[src/rtl/tlb_ctrl_if.sv]
`default_nettype none
// ============================================================================
// Module  : tlb_ctrl_if
// Purpose : Op request and CSR write-back bundle between WB stage and tlb_ctrl.
// Rev     : 1.0
// ============================================================================

interface tlb_ctrl_if #(
   parameter int TLBNUM = 16
);
   localparam int IW = $clog2(TLBNUM);

   logic          op_valid;
   logic          op_ready;
   logic [2:0]    op_code;
   logic [4:0]    inv_op;
   logic [9:0]    inv_asid;
   logic [18:0]   inv_vppn;
   logic [IW-1:0] csr_index;
   logic          csr_ne;
   logic [5:0]    csr_ps;
   logic [18:0]   csr_vppn;
   logic [9:0]    csr_asid;
   logic [31:0]   csr_elo0;
   logic [31:0]   csr_elo1;
   logic [5:0]    csr_ecode;

   logic          done;
   logic          done_ine;
   logic          wb_idx_we;
   logic          wb_ne_we;
   logic          wb_ehi_we;
   logic [IW-1:0] wb_index;
   logic          wb_ne;
   logic [5:0]    wb_ps;
   logic [18:0]   wb_vppn;
   logic [9:0]    wb_asid;
   logic [31:0]   wb_elo0;
   logic [31:0]   wb_elo1;

   modport master (
      output op_valid, op_code, inv_op, inv_asid, inv_vppn, csr_index, csr_ne,
             csr_ps, csr_vppn, csr_asid, csr_elo0, csr_elo1, csr_ecode,
      input  op_ready, done, done_ine, wb_idx_we, wb_ne_we, wb_ehi_we, wb_index,
             wb_ne, wb_ps, wb_vppn, wb_asid, wb_elo0, wb_elo1
   );

   modport slave (
      input  op_valid, op_code, inv_op, inv_asid, inv_vppn, csr_index, csr_ne,
             csr_ps, csr_vppn, csr_asid, csr_elo0, csr_elo1, csr_ecode,
      output op_ready, done, done_ine, wb_idx_we, wb_ne_we, wb_ehi_we, wb_index,
             wb_ne, wb_ps, wb_vppn, wb_asid, wb_elo0, wb_elo1
   );
endinterface

`default_nettype wire

[src/rtl/tlb_ctrl.sv]
`default_nettype none
// ============================================================================
// Module  : tlb_ctrl
// Purpose : Three-cycle sequencer for TLBSRCH/TLBRD/TLBWR/TLBFILL/INVTLB.
// Rev     : 1.0
// ============================================================================

module tlb_ctrl #(
   parameter  int TLBNUM = 16,
   localparam int IW     = $clog2(TLBNUM)
) (
   input  logic          clk,
   input  logic          reset,
   tlb_ctrl_if.slave     op,
   output logic          s1_sel,
   output logic [18:0]   s1_vppn,
   output logic [9:0]    s1_asid,
   output logic          s1_va_bit12,
   input  logic          s1_found,
   input  logic [IW-1:0] s1_index,
   output logic          we,
   output logic [IW-1:0] w_index,
   output logic          w_e,
   output logic [18:0]   w_vppn,
   output logic [5:0]    w_ps,
   output logic [9:0]    w_asid,
   output logic          w_g,
   output logic [19:0]   w_ppn0, w_ppn1,
   output logic [1:0]    w_plv0, w_plv1, w_mat0, w_mat1,
   output logic          w_d0, w_d1, w_v0, w_v1,
   output logic [IW-1:0] r_index,
   input  logic          r_e,
   input  logic [18:0]   r_vppn,
   input  logic [5:0]    r_ps,
   input  logic [9:0]    r_asid,
   input  logic          r_g,
   input  logic [19:0]   r_ppn0, r_ppn1,
   input  logic [1:0]    r_plv0, r_plv1, r_mat0, r_mat1,
   input  logic          r_d0, r_d1, r_v0, r_v1,
   output logic          invtlb_valid,
   output logic [4:0]    invtlb_op
);

   typedef enum logic [1:0] {
      S_IDLE  = 2'd0,
      S_ISSUE = 2'd1,
      S_DONE  = 2'd2
   } state_t;

   localparam logic [2:0]    OP_SRCH  = 3'd0;
   localparam logic [2:0]    OP_RD    = 3'd1;
   localparam logic [2:0]    OP_WR    = 3'd2;
   localparam logic [2:0]    OP_FILL  = 3'd3;
   localparam logic [2:0]    OP_INV   = 3'd4;
   localparam logic [IW-1:0] FILL_MAX = IW'(TLBNUM - 1);

   typedef struct packed {
      logic [2:0]    code;
      logic [4:0]    inv_op;
      logic [9:0]    inv_asid;
      logic [18:0]   inv_vppn;
      logic [IW-1:0] index;
      logic          ne;
      logic [5:0]    ps;
      logic [18:0]   vppn;
      logic [9:0]    asid;
      logic [31:0]   elo0;
      logic [31:0]   elo1;
      logic [5:0]    ecode;
      logic [IW-1:0] fill_idx;
   } op_regs_t;

   typedef struct packed {
      logic          ine;
      logic          idx_we;
      logic          ne_we;
      logic          ehi_we;
      logic [IW-1:0] index;
      logic          ne;
      logic [5:0]    ps;
      logic [18:0]   vppn;
      logic [9:0]    asid;
      logic [31:0]   elo0;
      logic [31:0]   elo1;
   } wb_regs_t;

   state_t        state_q, state_d;
   logic [IW-1:0] fill_ctr_q, fill_ctr_d;
   op_regs_t      op_q, op_d;
   wb_regs_t      wb_q, wb_d;

   logic          is_issue, is_srch, is_rd, is_inv;
   logic [31:0]   elo0_m, elo1_m;
   logic          unused_elo_bits;

   always_ff @(posedge clk) begin
      if (reset) begin
         state_q    <= S_IDLE;
         fill_ctr_q <= '0;
         op_q       <= '0;
         wb_q       <= '0;
      end else begin
         state_q    <= state_d;
         fill_ctr_q <= fill_ctr_d;
         op_q       <= op_d;
         wb_q       <= wb_d;
      end
   end

   always_comb begin
      state_d    = state_q;
      op_d       = op_q;
      fill_ctr_d = (fill_ctr_q == FILL_MAX) ? '0 : fill_ctr_q + 1'b1;
      case (state_q)
         S_IDLE: begin
            if (op.op_valid) begin
               state_d = S_ISSUE;
               op_d    = '{code: op.op_code, inv_op: op.inv_op, inv_asid: op.inv_asid,
                           inv_vppn: op.inv_vppn, index: op.csr_index, ne: op.csr_ne,
                           ps: op.csr_ps, vppn: op.csr_vppn, asid: op.csr_asid,
                           elo0: op.csr_elo0, elo1: op.csr_elo1, ecode: op.csr_ecode,
                           fill_idx: fill_ctr_q};
            end
         end
         S_ISSUE: state_d = S_DONE;
         default: state_d = S_IDLE;
      endcase
   end

   // Array ports are gated by reset so an op aborted mid-ISSUE never pulses.
   always_comb begin
      is_issue     = (state_q == S_ISSUE) && !reset;
      is_srch      = is_issue && (op_q.code == OP_SRCH);
      is_rd        = is_issue && (op_q.code == OP_RD);
      is_inv       = is_issue && (op_q.code == OP_INV);
      we           = is_issue && ((op_q.code == OP_WR) || (op_q.code == OP_FILL));
      s1_sel       = is_srch || is_inv;
      s1_vppn      = is_srch ? op_q.vppn : (is_inv ? op_q.inv_vppn : '0);
      s1_asid      = is_srch ? op_q.asid : (is_inv ? op_q.inv_asid : '0);
      s1_va_bit12  = 1'b0;
      invtlb_op    = is_inv ? op_q.inv_op : '0;
      invtlb_valid = is_inv && (op_q.inv_op <= 5'd6);
      r_index      = is_rd ? op_q.index : '0;
      elo0_m       = we ? op_q.elo0 : '0;
      elo1_m       = we ? op_q.elo1 : '0;
      w_index      = !we ? '0 : ((op_q.code == OP_FILL) ? op_q.fill_idx : op_q.index);
      w_e          = we && ((op_q.ecode == 6'h3F) || !op_q.ne);
      w_vppn       = we ? op_q.vppn : '0;
      w_ps         = we ? op_q.ps   : '0;
      w_asid       = we ? op_q.asid : '0;
      w_g          = elo0_m[6] & elo1_m[6];
      w_ppn0       = elo0_m[27:8];
      w_ppn1       = elo1_m[27:8];
      w_mat0       = elo0_m[5:4];
      w_mat1       = elo1_m[5:4];
      w_plv0       = elo0_m[3:2];
      w_plv1       = elo1_m[3:2];
      w_d0         = elo0_m[1];
      w_d1         = elo1_m[1];
      w_v0         = elo0_m[0];
      w_v1         = elo1_m[0];
   end

   assign unused_elo_bits = ^{elo0_m[31:28], elo0_m[7], elo1_m[31:28], elo1_m[7]};

   // Search/read results are captured at the end of ISSUE and held through DONE.
   always_comb begin
      wb_d = '0;
      if (is_issue) begin
         case (op_q.code)
            OP_SRCH: begin
               wb_d.ne_we  = 1'b1;
               wb_d.idx_we = s1_found;
               wb_d.ne     = !s1_found;
               wb_d.index  = s1_found ? s1_index : '0;
            end
            OP_RD: begin
               wb_d.ne_we  = 1'b1;
               wb_d.ehi_we = 1'b1;
               wb_d.ne     = !r_e;
               if (r_e) begin
                  wb_d.ps   = r_ps;
                  wb_d.vppn = r_vppn;
                  wb_d.asid = r_asid;
                  wb_d.elo0 = {4'b0, r_ppn0, 1'b0, r_g, r_mat0, r_plv0, r_d0, r_v0};
                  wb_d.elo1 = {4'b0, r_ppn1, 1'b0, r_g, r_mat1, r_plv1, r_d1, r_v1};
               end
            end
            OP_INV:  wb_d.ine = (op_q.inv_op > 5'd6);
            default: ;
         endcase
      end
   end

   assign op.op_ready  = (state_q == S_IDLE);
   assign op.done      = (state_q == S_DONE);
   assign op.done_ine  = wb_q.ine;
   assign op.wb_idx_we = wb_q.idx_we;
   assign op.wb_ne_we  = wb_q.ne_we;
   assign op.wb_ehi_we = wb_q.ehi_we;
   assign op.wb_index  = wb_q.index;
   assign op.wb_ne     = wb_q.ne;
   assign op.wb_ps     = wb_q.ps;
   assign op.wb_vppn   = wb_q.vppn;
   assign op.wb_asid   = wb_q.asid;
   assign op.wb_elo0   = wb_q.elo0;
   assign op.wb_elo1   = wb_q.elo1;

endmodule

`default_nettype wire

[src/flat_wrapper.sv]
// flat-port wrapper written by rule: the top's interface ports become plain ports
module tlb_ctrl_flat 
#(
   parameter  int TLBNUM = 16,
   localparam int IW     = $clog2(TLBNUM)
)
  (clk, reset, s1_sel, s1_vppn, s1_asid, s1_va_bit12, s1_found, s1_index, we, w_index, w_e, w_vppn, w_ps, w_asid, w_g, w_ppn0, w_ppn1, w_plv0, w_plv1, w_mat0, w_mat1, w_d0, w_d1, w_v0, w_v1, r_index, r_e, r_vppn, r_ps, r_asid, r_g, r_ppn0, r_ppn1, r_plv0, r_plv1, r_mat0, r_mat1, r_d0, r_d1, r_v0, r_v1, invtlb_valid, invtlb_op, op_op_valid, op_op_code, op_inv_op, op_inv_asid, op_inv_vppn, op_csr_index, op_csr_ne, op_csr_ps, op_csr_vppn, op_csr_asid, op_csr_elo0, op_csr_elo1, op_csr_ecode, op_op_ready, op_done, op_done_ine, op_wb_idx_we, op_wb_ne_we, op_wb_ehi_we, op_wb_index, op_wb_ne, op_wb_ps, op_wb_vppn, op_wb_asid, op_wb_elo0, op_wb_elo1);
  tlb_ctrl_if #(.TLBNUM(TLBNUM)) op_i ();
  input  logic clk;
  input  logic reset;
  output logic s1_sel;
  output logic [18:0] s1_vppn;
  output logic [9:0] s1_asid;
  output logic s1_va_bit12;
  input  logic s1_found;
  input  logic [IW-1:0] s1_index;
  output logic we;
  output logic [IW-1:0] w_index;
  output logic w_e;
  output logic [18:0] w_vppn;
  output logic [5:0] w_ps;
  output logic [9:0] w_asid;
  output logic w_g;
  output logic [19:0] w_ppn0;
  output logic [19:0] w_ppn1;
  output logic [1:0] w_plv0;
  output logic [1:0] w_plv1;
  output logic [1:0] w_mat0;
  output logic [1:0] w_mat1;
  output logic w_d0;
  output logic w_d1;
  output logic w_v0;
  output logic w_v1;
  output logic [IW-1:0] r_index;
  input  logic r_e;
  input  logic [18:0] r_vppn;
  input  logic [5:0] r_ps;
  input  logic [9:0] r_asid;
  input  logic r_g;
  input  logic [19:0] r_ppn0;
  input  logic [19:0] r_ppn1;
  input  logic [1:0] r_plv0;
  input  logic [1:0] r_plv1;
  input  logic [1:0] r_mat0;
  input  logic [1:0] r_mat1;
  input  logic r_d0;
  input  logic r_d1;
  input  logic r_v0;
  input  logic r_v1;
  output logic invtlb_valid;
  output logic [4:0] invtlb_op;
  input wire logic [$bits(op_i.op_valid)-1:0] op_op_valid;
  input wire logic [$bits(op_i.op_code)-1:0] op_op_code;
  input wire logic [$bits(op_i.inv_op)-1:0] op_inv_op;
  input wire logic [$bits(op_i.inv_asid)-1:0] op_inv_asid;
  input wire logic [$bits(op_i.inv_vppn)-1:0] op_inv_vppn;
  input wire logic [$bits(op_i.csr_index)-1:0] op_csr_index;
  input wire logic [$bits(op_i.csr_ne)-1:0] op_csr_ne;
  input wire logic [$bits(op_i.csr_ps)-1:0] op_csr_ps;
  input wire logic [$bits(op_i.csr_vppn)-1:0] op_csr_vppn;
  input wire logic [$bits(op_i.csr_asid)-1:0] op_csr_asid;
  input wire logic [$bits(op_i.csr_elo0)-1:0] op_csr_elo0;
  input wire logic [$bits(op_i.csr_elo1)-1:0] op_csr_elo1;
  input wire logic [$bits(op_i.csr_ecode)-1:0] op_csr_ecode;
  output wire logic [$bits(op_i.op_ready)-1:0] op_op_ready;
  output wire logic [$bits(op_i.done)-1:0] op_done;
  output wire logic [$bits(op_i.done_ine)-1:0] op_done_ine;
  output wire logic [$bits(op_i.wb_idx_we)-1:0] op_wb_idx_we;
  output wire logic [$bits(op_i.wb_ne_we)-1:0] op_wb_ne_we;
  output wire logic [$bits(op_i.wb_ehi_we)-1:0] op_wb_ehi_we;
  output wire logic [$bits(op_i.wb_index)-1:0] op_wb_index;
  output wire logic [$bits(op_i.wb_ne)-1:0] op_wb_ne;
  output wire logic [$bits(op_i.wb_ps)-1:0] op_wb_ps;
  output wire logic [$bits(op_i.wb_vppn)-1:0] op_wb_vppn;
  output wire logic [$bits(op_i.wb_asid)-1:0] op_wb_asid;
  output wire logic [$bits(op_i.wb_elo0)-1:0] op_wb_elo0;
  output wire logic [$bits(op_i.wb_elo1)-1:0] op_wb_elo1;
  assign op_i.op_valid = op_op_valid;
  assign op_i.op_code = op_op_code;
  assign op_i.inv_op = op_inv_op;
  assign op_i.inv_asid = op_inv_asid;
  assign op_i.inv_vppn = op_inv_vppn;
  assign op_i.csr_index = op_csr_index;
  assign op_i.csr_ne = op_csr_ne;
  assign op_i.csr_ps = op_csr_ps;
  assign op_i.csr_vppn = op_csr_vppn;
  assign op_i.csr_asid = op_csr_asid;
  assign op_i.csr_elo0 = op_csr_elo0;
  assign op_i.csr_elo1 = op_csr_elo1;
  assign op_i.csr_ecode = op_csr_ecode;
  assign op_op_ready = op_i.op_ready;
  assign op_done = op_i.done;
  assign op_done_ine = op_i.done_ine;
  assign op_wb_idx_we = op_i.wb_idx_we;
  assign op_wb_ne_we = op_i.wb_ne_we;
  assign op_wb_ehi_we = op_i.wb_ehi_we;
  assign op_wb_index = op_i.wb_index;
  assign op_wb_ne = op_i.wb_ne;
  assign op_wb_ps = op_i.wb_ps;
  assign op_wb_vppn = op_i.wb_vppn;
  assign op_wb_asid = op_i.wb_asid;
  assign op_wb_elo0 = op_i.wb_elo0;
  assign op_wb_elo1 = op_i.wb_elo1;
  tlb_ctrl #(.TLBNUM(TLBNUM)) u_core (.clk(clk), .reset(reset), .op(op_i), .s1_sel(s1_sel), .s1_vppn(s1_vppn), .s1_asid(s1_asid), .s1_va_bit12(s1_va_bit12), .s1_found(s1_found), .s1_index(s1_index), .we(we), .w_index(w_index), .w_e(w_e), .w_vppn(w_vppn), .w_ps(w_ps), .w_asid(w_asid), .w_g(w_g), .w_ppn0(w_ppn0), .w_ppn1(w_ppn1), .w_plv0(w_plv0), .w_plv1(w_plv1), .w_mat0(w_mat0), .w_mat1(w_mat1), .w_d0(w_d0), .w_d1(w_d1), .w_v0(w_v0), .w_v1(w_v1), .r_index(r_index), .r_e(r_e), .r_vppn(r_vppn), .r_ps(r_ps), .r_asid(r_asid), .r_g(r_g), .r_ppn0(r_ppn0), .r_ppn1(r_ppn1), .r_plv0(r_plv0), .r_plv1(r_plv1), .r_mat0(r_mat0), .r_mat1(r_mat1), .r_d0(r_d0), .r_d1(r_d1), .r_v0(r_v0), .r_v1(r_v1), .invtlb_valid(invtlb_valid), .invtlb_op(invtlb_op));
endmodule
[config.mk]
export PLATFORM = sky130hd
export DESIGN_NAME = tlb_ctrl_flat
export DESIGN_NICKNAME = d
export VERILOG_FILES = /design/src/rtl/tlb_ctrl_if.sv /design/src/rtl/tlb_ctrl.sv /design/src/flat_wrapper.sv
export SDC_FILE = /design/constraint.sdc
export NUM_CORES = 1
export LEC_CHECK = 0
export ABC_CLOCK_PERIOD_IN_PS = 3300
export BUFFER_PORTS_ARGS = -buffer_cell sky130_fd_sc_hd__buf_2
export CORE_AREA = 8 8 184 186
export DETAILED_ROUTE_END_ITERATION = 8
export DIE_AREA = 0 0 192 194
export GPL_TIMING_DRIVEN = 0
export PLACE_DENSITY_LB_ADDON = 0.05
export SLEW_MARGIN = 30
export SYNTH_ARGS = -nofsm -noshare
export SYNTH_HDL_FRONTEND = slang
export SYNTH_SLANG_ARGS = --single-unit
[constraint.sdc]
create_clock -name clk -period 3.3 [get_ports clk]
set_input_delay 0.165 -clock clk [delete_from_list [all_inputs] [get_ports clk]]
set_output_delay 0.165 -clock clk [all_outputs]
set_load 0.02 [all_outputs]
# --- Yosys cells after proc, flatten, opt, wreduce, memory -nomap -nowiden ---
# Cells that the tools add are included.
totals:
  output_inout_bits: 245
  ff_bits: 257
  elab_cells: 90
  in_bits: 244
op_classes:
  magnitude_cmp: 2
  muxes: 18
  n_eq_ne: 9
  addsub: 1
  n_bitwise: 7
  n_reduce_logical: 25
op_table:
  columns: ["cell", "count"]
  rows:
  - ["two-way mux 19 bit", 3]
  - ["two-way mux 28 bit", 2]
  - ["two-way mux 10 bit", 3]
  - ["two-way mux 4 bit", 3]
  - ["OR reduction 3 bit", 3]
  - ["OR reduction 4 bit", 2]
  - ["logical AND 1 bit", 7]
  - ["equality test 3 x 2 -> 1 bit (second input constant)", 2]
  - ["equality test 6 bit (second input constant)", 1]
  - ["two-way mux 6 bit", 1]
  - ["inverter 1 bit", 6]
  - ["OR reduction 2 bit", 3]
  - ["greater-than comparator 5 x 3 -> 1 bit (second input constant)", 1]
  - ["less-or-equal comparator 5 x 3 -> 1 bit (second input constant)", 1]
  - ["two-way mux 5 bit", 1]
  - ["adder 4 x 1 -> 4 bit (second input constant)", 1]
  - ["equality test 4 bit (second input constant)", 1]
  - ["logical NOT 1 bit", 4]
  - ["case mux 2 bit (2 select lines)", 1]
  - ["equality test 3 x 1 -> 1 bit (second input constant)", 1]
  - ["equality test 3 bit (second input constant)", 1]
  - ["logical NOT 3 bit", 1]
  - ["logical OR 1 bit", 3]
  - ["equality test 2 x 1 -> 1 bit (second input constant)", 1]
  - ["other kinds (8)", 9]

# --- Longest topological paths before layout ---
logic_depth:
  ltp_word: 5
  depth_mapped: 7

# --- Least setup slack after synthesis ---
# Ideal clock, no wire load.
synth_timing:
  path_type: "reg2out"
  start: "register u_core.state_q[1]"
  end: "output port w_d0"
  arrival_time_ns: 1.550
  path_buffers: 3
  path_stages_with_launch: 6
  required_ns: 3.135
  path_slack_ns: 1.585
  path_cell_list: "dfxtp_1 buf_6 nor4b_4 clkbuf_1 clkbuf_1 and3_1"
synth_between:
  elab_chain_len: 4
synth_lines:
  columns: ["element", "line", "text"]
  rows:
  - ["start: declaration", "tlb_ctrl.sv:87", "state_t state_q, state_d;"]
  - ["start signal: assignment", "tlb_ctrl.sv:103", "state_q <= state_d;"]
  - ["equality test 2 x 1 -> 1 bit", "tlb_ctrl.sv:132", "is_issue = (state_q == S_ISSUE) && !reset;"]
  - ["logical AND 1 bit", "tlb_ctrl.sv:132", null]
  - ["logical AND 1 bit", "tlb_ctrl.sv:136", "we = is_issue && ((op_q.code == OP_WR) || (op_q.code == OP_FILL));"]
  - ["two-way mux 28 bit", "tlb_ctrl.sv:144", "elo0_m = we ? op_q.elo0 : '0;"]
  - ["end: declaration", "flat_wrapper.sv:30", "output logic w_d0;"]
# No other way between the ends.

# --- Worst setup path after layout ---
layout_timing:
  start: "register u_core.op_q[149] in the netlist's numbering"
  end: "output port w_vppn[12]"
layout_between:
  elab_chain_len: 4
  elab_cells_between_ends: 5
  classes_between: "eq/ne (2); mux (1); reduce/logical (2)"
layout_lines:
  columns: ["element", "line", "text"]
  rows:
  - ["start: declaration", "tlb_ctrl.sv:89", "op_regs_t op_q, op_d;"]
  - ["start signal: assignment", "tlb_ctrl.sv:105", "op_q <= op_d;"]
  - ["equality test 3 x 2 -> 1 bit", "tlb_ctrl.sv:136", null]
  - ["logical OR 1 bit (*)", "tlb_ctrl.sv:136", null]
  - ["logical AND 1 bit (*)", "tlb_ctrl.sv:136", null]
  - ["two-way mux 19 bit (*)", "tlb_ctrl.sv:148", "w_vppn = we ? op_q.vppn : '0;"]
  - ["end: declaration", "flat_wrapper.sv:20", "output logic [18:0] w_vppn;"]
# Mark *: on every way between the ends. The rest lies on a longest branch, timed or not.

==> metrics.md <==
| Metric | Value |
|---|---|
| R2r endpoint | u_core.op_q[80]$_SDFFE_PP0P_ |
| Final Cell Area | 0.0151 mm² |
| Min cycle time layout | ~3000 ps |
| Starting Density | 28.8% |
| Wire per inst | about 18 µm |
| Sequential cell area | 0.00488 mm² |
| Max-cap violations | 0 |
| Worst Hold Class | input port to register |
| Top-area cell type share of the netlist area | between 50% and 60% |
| Yosys warns | 0 |
| Detail Route Antenna Nets | 0 |
| Core area | approximately 0.031 mm² |
| CP max stage cell | clkbuf_1 |
| RSZ-0062 raised after global routing | no |
| Non-filler cells, final | about 2200 |
| I/O Pins | 489 |
| Total Power | 7.16 mW |
| Setup crit end kind | output pin |
| Netlist cell types | 37 |
| Cell Area, Synth | ~0.0089 mm² |
| Final hold vios | 0 |
| Multi-input logic area | about 0.0036 mm² |
| Final Util | between 40% and 50% |
| P_leak | around 7.7 nW |
| Fin Clk Skew | between 10 and 15 ps |
| Clock Tree Root | clkbuf_16 |
| Largest cells by area after synthesis | dfxtp_1, nand2_1, a21oi_1, and3_1, and2_1 |
| Gate Count Post-Synth | around 1000 |
| Max Transition Viols Final | 0 |
| Post-DP Area | approximately 0.012 mm² |
| Vias in the first global route | 10200 |
| Mux share of post-synthesis cell area | 0.448% |
| WL final | 40400 µm |
| Met2 WL | between 15000 and 20000 µm |
| Worst-skew pair later-pin latency | about 540 ps |
| Post-DP HPWL | approximately 30000 µm |
| VDD IR-drop max | 0.381 mV |
| Synth Area per Inst | 8.68 µm² |
| Share of cells above drive strength 1 | around a third |
| Met1 wire length | 16000 µm |
| Top Layer Used | met4 |
| Required time worst endpoint | 3130 ps |
| Hold Crit Depth | 3 |
| Crit path arrival time | 2810 ps |
| Yosys top cell by area | dfxtp_1 |
| GRT overflow | 0 |
| Worst r2r src | u_core.state_q[1]$_SDFFE_PP0P_ |
| RePlAce Congestion | approximately 0.78 |
| Met3 WL | between 3000 and 4000 µm |
| Port Buffers | between 400 and 500 |
| First-pass GRT wire length | approximately 60000 µm |
| # nets final | 2020 |
| DR DRC count | 0 |
| Slowest Stage Delay on Critical Path | between 500 and 600 ps |
| Main combinational cell family by area after synthesis | simple AND/OR/NAND/NOR gates |
| Max FO, Critical Path | 10 |
| Setup_tns | 0 ps |
| Num CTS Buffers | 29 |
| Worst setup SP type | register |
| Sequential share of the synthesized area | between 50% and 60% |
| Clk sink count | about 240 |
| TritonCTS clock tree | built |
| Post-Synth XOR/XNOR Area | less than 1% |
| Pwr per Cell Area | approximately 470 mW/mm² |
| CP Cell Sequence | clkbuf_1 -> clkbuf_1 -> clkbuf_1 -> and3_1 -> buf_2 |
| CP endpoint | w_vppn[12] |
| Normalized max-slew margin | 52.3% |
| DR pass1 iterations | 5 |
| Fillers | around 3100 |
| Simple-gate share of the synthesized area | ~28% |
| CP Launch Point | u_core.op_q[149]$_SDFFE_PP0P_ |
| Die Wd | 192 µm |
| Status | finished, final reports clean |
| FF-to-FF setup slack | 1250 ps |
| Yosys reg bits | roughly 240 |
| FP Rows | 65 |
| Clock-pin slew on the worst setup and hold paths | 60 ps |
| Max Root-Sink Buffers | 3 |
| Die H | between 150 and 200 µm |
| Largest net degree at the start of global routing | 15 |
| Via count | roughly 9700 |
| Vias per cell | between 4 and 5 |
| Worst reg-to-reg path cell count | 6 |
| Slew @ Worst Pin | between 700 and 800 ps |
| First DRT Iteration DRCs | roughly 270 |
| Final setup viols | 0 |
| Initial antenna violation count | 3 |
| Post-Place Cells | around 1900 |
| FMAX | ~340 MHz |
| Period Utilization, post-route | between 90% and 100% |
| Worst Setup Path Type | register to output pin |
| Area grow syn2layout | 69.4% |
| Synth Area in Compound Gates | 11.1% |
| Die area | roughly 0.037 mm² |
| Htree depth | 1 |
| Most common cell on crit path | clkbuf_1 |
| GRT Util Overall | between 20% and 30% |
| Adder-Cell Fraction of Synth Area | 0.140% |
## worst min-delay path by stage
stage                                  endpoint  startpoint  slack (ps)
2_1_floorplan    u_core.state_q[1]$_SDFFE_PP0P_       reset         250
3_3_place_gp    u_core.op.wb_elo1[9]$_SDFF_PP0_   r_ppn1[1]         360
3_5_place_dp   u_core.op.wb_vppn[12]$_SDFF_PP0_  r_vppn[12]         370
4_1_cts        u_core.op.wb_elo0[25]$_SDFF_PP0_  r_ppn0[17]         320
6_report          u_core.op.wb_ps[4]$_SDFF_PP0_     r_ps[4]         360
5_1_grt           u_core.op.wb_ps[4]$_SDFF_PP0_     r_ps[4]         350
## sequential cells by signal, summed over array words and instances, names as in the netlist, 2 cells and up
register / count
u_core.op.wb_elo1: 27
u_core.op.wb_index: 4
u_core.op.wb_ps: 6
u_core.op.wb_vppn: 19
u_core.state_q: 2
u_core.op.wb_asid: 10
u_core.op.wb_elo0: 26
u_core.fill_ctr_q: 4
u_core.op_q: 141
## cell families (layout without fill, tap and decap cells)
group	after synthesis	after routing
buffers and inverters	102	855
adders and majority gates	1	1
muxes	4	4
AOI/OAI and AO/OA	176	176
other	1	14
and+or+nand+nor	501	501
xor gates and xnor gates	1	1
DFF	244	244
## synth_stat cells
master,count
nand3b_1,1
nor4_1,1
and4b_1,1
nand3_1,1
a311oi_1,1
buf_6,2
a21oi_1,144
nor3b_1,3
nand2_1,283
and2_1,78
xnor2_1,1
and3b_2,1
or2_2,1
and4_1,1
nor4b_4,1
nor3_1,1
or3b_2,1
inv_1,4
dfxtp_1,244
a22o_1,30
and3_1,94
buf_8,3
clkbuf_2,6
o21ai_0,1
mux2i_1,4
nand4b_1,1
ha_1,1
conb_1,1
and3b_1,1
nor3b_2,1
and2_2,21
clkbuf_1,50
buf_4,12
nor2_1,7
and2b_2,1
nor2b_1,1
buf_2,25
## worst max-delay path, delay by kind of cell, from the launching register on
kind	cells	cell delay [ps]
buf+inv	4	1650
simple gates	1	250
flops	1	370
## placed cells by master (no fill, tap or decap), types with 2 or more instances in the layout
cell type	synthesis	layout
a21oi_1	144	144
a22o_1	30	30
and2_1	78	78
and2_2	21	21
and3_1	94	94
buf_2	25	492
buf_4	12	13
buf_6	2	2
buf_8	3	3
bufinv_16	0	4
clkbuf_1	50	58
clkbuf_16	0	29
clkbuf_2	6	6
clkbuf_8	0	3
clkinv_2	0	3
conb_1	1	11
dfxtp_1	244	244
diode_2	0	3
dlygate4sd3_1	0	236
inv_1	4	4
mux2i_1	4	4
nand2_1	283	283
nor2_1	7	7
nor3b_1	3	3
## power breakdown
part           switching [mW]  internal [mW]  leakage [nW]  total, mW
logic                   0.395          0.408          5.22      0.803
registers              0.0648           3.06          1.99       3.13
clock network            1.25           1.98         0.461       3.23
## stage by stage
step	setup WS, ps	hold slack (ps)
global route	163	350
floorplan	1590	248
global placement	588	364
finish	323	361
detailed placement	574	367
CTS	267	319
## cell type report
type / count / area share (%)
Clock inverter: 9 / 1.00
Timing Repair Buffer: 704 / 31.1
Inverter: 4 / 0.0991
Buffer: 98 / 3.30
Antenna cell: 3 / 0.0496
Sequential cell: 244 / 32.2
Multi-Input combinational cell: 694 / 23.6
Tap cell: 402 / 3.32
Clock buffer: 40 / 5.26
## metal layers
metal	vias up	GRT usage [%]
met5	-	0
met4	0	7.02
met3	70	5.61
met2	349	36.5
met1	4434	23.0
li1	4839	-
## repair_timing
item | 4_1_cts | 5_1_grt
endpoints found under the hold margin | 232 | 0
gates resized for setup | 0 | 0
hold buffers | 236 | 0
setup endpoints to repair | 9 | 0
setup buffers | 1 | 0
(Power assumes the default switching activity.)
